## src/rtl/inversor_seq_if.sv

```systemverilog
// inversor_seq_if: run control and inverter probe bundle for inversor_seq.
// INVERSOR_SEQ_FIRST_FAIL_EN adds the first-failure capture signals.
interface inversor_seq_if #(parameter int WIDTH = 4);
    logic             start;
    logic [WIDTH-1:0] inv_y;
    logic [WIDTH-1:0] inv_a;
    logic             busy;
    logic             done;
    logic             pass;
    logic [WIDTH:0]   err_cnt;
`ifdef INVERSOR_SEQ_FIRST_FAIL_EN
    logic [WIDTH-1:0] first_fail_a;
    logic             first_fail_vld;
    modport slave  (input start, inv_y, output inv_a, busy, done, pass, err_cnt, first_fail_a, first_fail_vld);
    modport master (output start, inv_y, input inv_a, busy, done, pass, err_cnt, first_fail_a, first_fail_vld);
`else
    modport slave  (input start, inv_y, output inv_a, busy, done, pass, err_cnt);
    modport master (output start, inv_y, input inv_a, busy, done, pass, err_cnt);
`endif
endinterface

```

## src/rtl/inversor_seq.sv

```systemverilog
// inversor_seq: sweeps every code through the inverter and counts complement mismatches.
// INVERSOR_SEQ_FIRST_FAIL_EN adds capture of the first failing code.
module inversor_seq #(
    parameter int WIDTH = 4,
    parameter int HOLD  = 2
) (
    input logic          clk,
    input logic          rst_n,
    inversor_seq_if.slave bus
);
    typedef enum logic [1:0] {IDLE, APPLY, SAMPLE, FINISH} state_t;
    localparam logic [7:0] HOLD_M1 = 8'(HOLD - 1);
    state_t           state_q;
    logic [7:0]       hold_q;
    logic [WIDTH-1:0] a_q;
    logic [WIDTH:0]   err_q;
    logic [WIDTH:0]   err_d;
    logic             busy_q;
    logic             done_q;
    logic             pass_q;
    logic             mis;
`ifdef INVERSOR_SEQ_FIRST_FAIL_EN
    logic [WIDTH-1:0] ff_a_q;
    logic             ff_vld_q;
`endif
    assign mis   = bus.inv_y != ~a_q;
    assign err_d = err_q + {{WIDTH{1'b0}}, mis};
    always_ff @(posedge clk or negedge rst_n) begin
        if (!rst_n) begin
            state_q  <= IDLE;
            hold_q   <= '0;
            a_q      <= '0;
            err_q    <= '0;
            busy_q   <= 1'b0;
            done_q   <= 1'b0;
            pass_q   <= 1'b0;
`ifdef INVERSOR_SEQ_FIRST_FAIL_EN
            ff_a_q   <= '0;
            ff_vld_q <= 1'b0;
`endif
        end else begin
            done_q <= 1'b0;
            case (state_q)
                IDLE: if (bus.start) begin
                    err_q    <= '0;
                    pass_q   <= 1'b0;
                    a_q      <= '0;
                    hold_q   <= '0;
                    busy_q   <= 1'b1;
                    state_q  <= APPLY;
`ifdef INVERSOR_SEQ_FIRST_FAIL_EN
                    ff_a_q   <= '0;
                    ff_vld_q <= 1'b0;
`endif
                end
                APPLY: begin
                    hold_q <= hold_q + 8'd1;
                    if (hold_q == HOLD_M1) state_q <= SAMPLE;
                end
                SAMPLE: begin
                    err_q <= err_d;
`ifdef INVERSOR_SEQ_FIRST_FAIL_EN
                    if (mis && !ff_vld_q) begin
                        ff_a_q   <= a_q;
                        ff_vld_q <= 1'b1;
                    end
`endif
                    // done/pass land on the same edge busy drops, using this sample's count
                    if (&a_q) begin
                        state_q <= FINISH;
                        busy_q  <= 1'b0;
                        done_q  <= 1'b1;
                        pass_q  <= err_d == '0;
                    end else begin
                        a_q     <= a_q + 1'b1;
                        hold_q  <= '0;
                        state_q <= APPLY;
                    end
                end
                FINISH: state_q <= IDLE;
                default: state_q <= IDLE;
            endcase
        end
    end
    assign bus.inv_a   = a_q;
    assign bus.busy    = busy_q;
    assign bus.done    = done_q;
    assign bus.pass    = pass_q;
    assign bus.err_cnt = err_q;
`ifdef INVERSOR_SEQ_FIRST_FAIL_EN
    assign bus.first_fail_a   = ff_a_q;
    assign bus.first_fail_vld = ff_vld_q;
`endif
endmodule

```

## src/flat_wrapper.sv

```systemverilog
// flat-port wrapper written by rule: the top's interface ports become plain ports
module inversor_seq_flat 
#(
    parameter int WIDTH = 4,
    parameter int HOLD  = 2
)
  (clk, rst_n, bus_start, bus_inv_y, bus_inv_a, bus_busy, bus_done, bus_pass, bus_err_cnt);
  inversor_seq_if #(.WIDTH(WIDTH)) bus_i ();
  input logic clk;
  input logic rst_n;
  input wire logic [$bits(bus_i.start)-1:0] bus_start;
  input wire logic [$bits(bus_i.inv_y)-1:0] bus_inv_y;
  output wire logic [$bits(bus_i.inv_a)-1:0] bus_inv_a;
  output wire logic [$bits(bus_i.busy)-1:0] bus_busy;
  output wire logic [$bits(bus_i.done)-1:0] bus_done;
  output wire logic [$bits(bus_i.pass)-1:0] bus_pass;
  output wire logic [$bits(bus_i.err_cnt)-1:0] bus_err_cnt;
  assign bus_i.start = bus_start;
  assign bus_i.inv_y = bus_inv_y;
  assign bus_inv_a = bus_i.inv_a;
  assign bus_busy = bus_i.busy;
  assign bus_done = bus_i.done;
  assign bus_pass = bus_i.pass;
  assign bus_err_cnt = bus_i.err_cnt;
  inversor_seq #(.WIDTH(WIDTH), .HOLD(HOLD)) u_core (.clk(clk), .rst_n(rst_n), .bus(bus_i));
endmodule
```

## config.mk

```make
export PLATFORM = sky130hd
export DESIGN_NAME = inversor_seq_flat
export DESIGN_NICKNAME = d
export VERILOG_FILES = /design/src/rtl/inversor_seq_if.sv /design/src/rtl/inversor_seq.sv /design/src/flat_wrapper.sv
export SDC_FILE = /design/constraint.sdc
export NUM_CORES = 1
export LEC_CHECK = 0
export CAP_MARGIN = 25
export CORE_ASPECT_RATIO = 0.6
export CORE_MARGIN = 4
export CORE_UTILIZATION = 45
export DETAILED_ROUTE_END_ITERATION = 10
export PLACE_DENSITY = 0.8
export SLEW_MARGIN = 20
export SYNTH_ARGS = -nofsm -noshare
export SYNTH_HDL_FRONTEND = slang
export SYNTH_SLANG_ARGS = --single-unit
```

## constraint.sdc

```tcl
create_clock -name clk -period 2.3 [get_ports clk]
set_input_delay 0.46 -clock clk [delete_from_list [all_inputs] [get_ports clk]]
set_output_delay 0.46 -clock clk [all_outputs]
set_load 0.02 [all_outputs]
```

==> summary.txt <==
Place
  – Count of buffers from port buffering: 18
  – Placed Instance Area: 0.001473 sq mm
  – RePlAce Congestion: 0.7980
  – Placed cell count: 178
  – Half-perimeter wire length after placement: 2015 um

Synth
  – Number of distinct library cells after synthesis: 34
  – Number of synthesis warnings: 0
  – Largest cells by area after synthesis: sky130_fd_sc_hd__dfrtp_1 44%, sky130_fd_sc_hd__xor2_1 6.2%, sky130_fd_sc_hd__ha_1 5.0%
  – Library cell with the largest summed area after synthesis: sky130_fd_sc_hd__dfrtp_1
  – Total nets after synthesis: 143
  – Sequential area share after synthesis: 43.56%
  – Area share of the leading cell type in the synthesized netlist: 43.56%
  – Number of register bits inferred by synthesis: 22
  – Number of standard cells after synthesis: 131
  – Netlist area before placement: 0.001264 sq mm
  – Avg Cell Area, Syn: 9.647 sq um

Cells and area
  – Count of nets after finishing: 163
  – Number of fill cells: 212
  – Sequential cell area: 550.5 sq um
  – Area used by multi-input combinational logic: 668.1 sq um
  – Final instance count without filler cells: 182
  – Post-route cell area: 0.001544 sq mm
  – Post-layout util: 59.56%
  – Number of antenna cells inserted: 0
  – Growth of design area from synthesis to finish: 22.18%
  – Fraction of final layout cells with drive strength greater than 1: 9.333%

Global route
  – Antenna violations before repair: 0
  – Vias in the first global route: 1,038
  – GRT Resource Usage Total: 15.46%
  – Final global-route overflow total: 0
  – Wire length of the first global-routing pass: 4795 um
  – Pin count of the biggest net entering global routing: 23

CTS
  – Bufs on Longest Clock Path: 2
  – Total number of H-tree levels: 1
  – Number of gates resized after CTS: 0
  – Number of clock buffers inserted by TritonCTS: 3
  – Clk Tree Root Cell: sky130_fd_sc_hd__clkbuf_8
  – Post-CTS setup buffers: 0
  – Clock transition at the registers of the reported paths: 0.08 ns
  – Source-to-sink clock delay at the later pin of the worst-skew pair: 0.26 ns
  – Clock tree from TritonCTS: done
  – Number of clock sinks seen by CTS: 22
  – Hold bufs inserted after CTS: 0

Floorplan
  – Floorplan die height: 49.05 um
  – Core ar.: 0.002592 sq mm
  – Cell Rows: 14
  – Count of pins on the block boundary: 19
  – Die footprint: 0.003748 sq mm
  – Horiz. Die Dim: 76.42 um
  – Starting utilization of the core area: 48.75%

STA
  – Final worst path period need: 2.024 ns
  – Worst slew margin relative to its limit: 66.01%
  – Summed negative setup slack over all endpoints: 0 ns
  – Ratio of final minimum period to clock period: 88.00%
  – Unrepaired setup endpoints after global routing: no
  – Transition time at the pin with the least slew margin: 0.5099 ns
  – Final Hold Vio Count: 0
  – Peak Freq: 494.1 MHz
  – Max-slew violations: 0
  – Final setup vio count: 0
  – Clock Skews: 0.006127 ns

Routing
  – Number of optimization iterations in the first detailed-route pass: 5
  – DR DRC count: 0
  – Total wire length after detailed routing: 2712 um
  – Detail-routed via count per cell: 5.896
  – Drt initial violations: 120
  – Number of vias after detailed routing: 1,073
  – Remaining antenna violation count after routing: 0
  – Routed length per instance: 14.90 um

Setup path
  – Source of the critical timing path: bus_inv_y[0]
  – Critical path required time: 2.50 ns
  – Reg2Reg Depth: 8
  – Start of the worst register-to-register path: u_core.bus.inv_a[3]
  – Worst EP arrival: 2.22 ns
  – Critical Path Slowest Stage Cell: sky130_fd_sc_hd__clkdlybuf4s50_1
  – Endpoint of the worst-slack reg-to-reg timing path: u_core.bus.pass
  – Reg2reg setup slack: 0.41 ns
  – Cell-by-cell trace of the critical path: clkdlybuf4s50_1 > xor2_1 > nand4_1 > ha_1 > ha_1 > xor2_1 > nor4_1 > nand4_1 > o21ai_1
  – Kind of start point of the critical path: primary input
  – Crit path largest cell delay: 0.48 ns
  – CP Capture Point: u_core.bus.pass
  – Category of the worst setup path capture point: flop
  – Maximum fanout along the worst path: 4
  – Kind of critical path: primary input to flop

Power
  – Cell Pwr Density: 963.8 mW/mm^2
  – Worst vdd rail ir drop: 0.5434 mV
  – Overall power of the completed layout: 0.001488 W
  – Static leakage: 0.6875 nW

Flow run
  – Max-capacitance violation count: 0

Hold path
  – Class of the most critical hold timing path: primary input to asynchronous set/reset pin

Run status
  – Outcome: finished clean
## critical path, delay by kind of cell
kind / cells / cell delay (ns)
AND/OR/NAND/NOR: 3 / 0.43
XOR/XNOR: 2 / 0.32
AO/OA/AOI/OAI: 1 / 0.08
buffers and inverters: 1 / 0.48
adder cells (fa/ha/maj): 2 / 0.45
## stage by stage
stage               hold slack, ns  setup WS (ns)
finish                      0.5422         0.2760
detailed placement          0.5265       0.001794
floorplan                   0.1644         0.4572
CTS                         0.5496         0.2721
global route                0.5633         0.1457
global placement            0.5100        0.09486
## cell usage after synthesis (all sizes together)
cell	count
a21oi	10
nand2	12
o21ai	11
nor3	2
o211ai	1
or4	3
o21bai	1
a2bb2oi	1
inv	3
or3	3
nor4	1
nor2	5
dfrtp	22
xor2	9
nand4	5
o22ai	1
mux2	1
ha	5
nor3b	1
and3	1
a21o	1
o31ai	3
nand2b	5
nand3	8
a22o	7
buf	6
nor4b	1
nor2b	2
## sequential cells by signal (all words and copies together), names as in the netlist
register	count
u_core.bus.err_cnt	5
u_core.hold_q	8
u_core.bus.done	1
u_core.bus.inv_a	4
u_core.state_q	2
u_core.bus.busy	1
u_core.bus.pass	1
## placed cells by master, fill, tap and decap left out, types with 2 or more instances in the layout
master	Yosys	final
sky130_fd_sc_hd__clkdlybuf4s50_1	0	18
sky130_fd_sc_hd__o31ai_1	3	3
sky130_fd_sc_hd__a21oi_1	9	9
sky130_fd_sc_hd__nand4_1	3	3
sky130_fd_sc_hd__nand2_1	12	12
sky130_fd_sc_hd__nand3_1	8	8
sky130_fd_sc_hd__xor2_1	9	9
sky130_fd_sc_hd__dfrtp_1	22	22
sky130_fd_sc_hd__a22o_1	7	7
sky130_fd_sc_hd__o21ai_1	3	3
sky130_fd_sc_hd__nor3_1	2	2
sky130_fd_sc_hd__buf_4	2	3
sky130_fd_sc_hd__clkbuf_8	0	3
sky130_fd_sc_hd__or3_1	3	3
sky130_fd_sc_hd__nor2_1	5	5
sky130_fd_sc_hd__o21ai_0	8	8
sky130_fd_sc_hd__or4_1	3	3
sky130_fd_sc_hd__inv_1	3	3
sky130_fd_sc_hd__ha_1	5	5
sky130_fd_sc_hd__nand4_2	2	2
sky130_fd_sc_hd__nand2b_1	5	5
## routing by layer
metal / share of wire, % / GRT usage, %
met5: 0 / 0
met4: 0.41 / 2.711
met3: 6.3 / 5.166
met2: 43 / 22.30
met1: 51 / 22.54
## power breakdown
| group | leakage (nW) | total (W) | switching (W) | internal, W |
|---|---|---|---|---|
| Combinational | 0.358 | 0.000536 | 0.000289 | 0.000247 |
| Sequential | 0.294 | 0.000595 | 0.000139 | 0.000457 |
| Clock | 0.0357 | 0.000356 | 0.000124 | 0.000232 |
## logic make-up (layout without fill, tap and decap cells)
family,count (synthesis),after routing,synth area share (%)
simple gates,49,49,22.08
xor+xnor,9,9,6.238
fa+ha+maj,5,5,4.950
flops,22,22,43.56
mux,1,1,0.8910
buf+inv,9,28,3.563
compound gates,36,36,18.71
## area by class of cell
class / count / area share (%)
multi-input cells: 100 / 43.27
flip-flops and latches: 22 / 35.66
repair buffers: 21 / 13.13
clock buffers: 3 / 2.674
well taps: 32 / 2.593
clock inverters: 1 / 1.945
inverters: 3 / 0.7293
## worst min path at each step
| stage | to | start |
|---|---|---|
| floorplan | u_core.bus.busy | rst_n |
| CTS | u_core.bus.err_cnt[1] | rst_n |
| finish | u_core.hold_q[2] | rst_n |
| detailed placement | u_core.bus.busy | u_core.bus.busy |
| global placement | u_core.bus.err_cnt[4] | u_core.bus.err_cnt[4] |
| global route | u_core.bus.pass | u_core.bus.pass |
(Power assumes the default switching activity.)
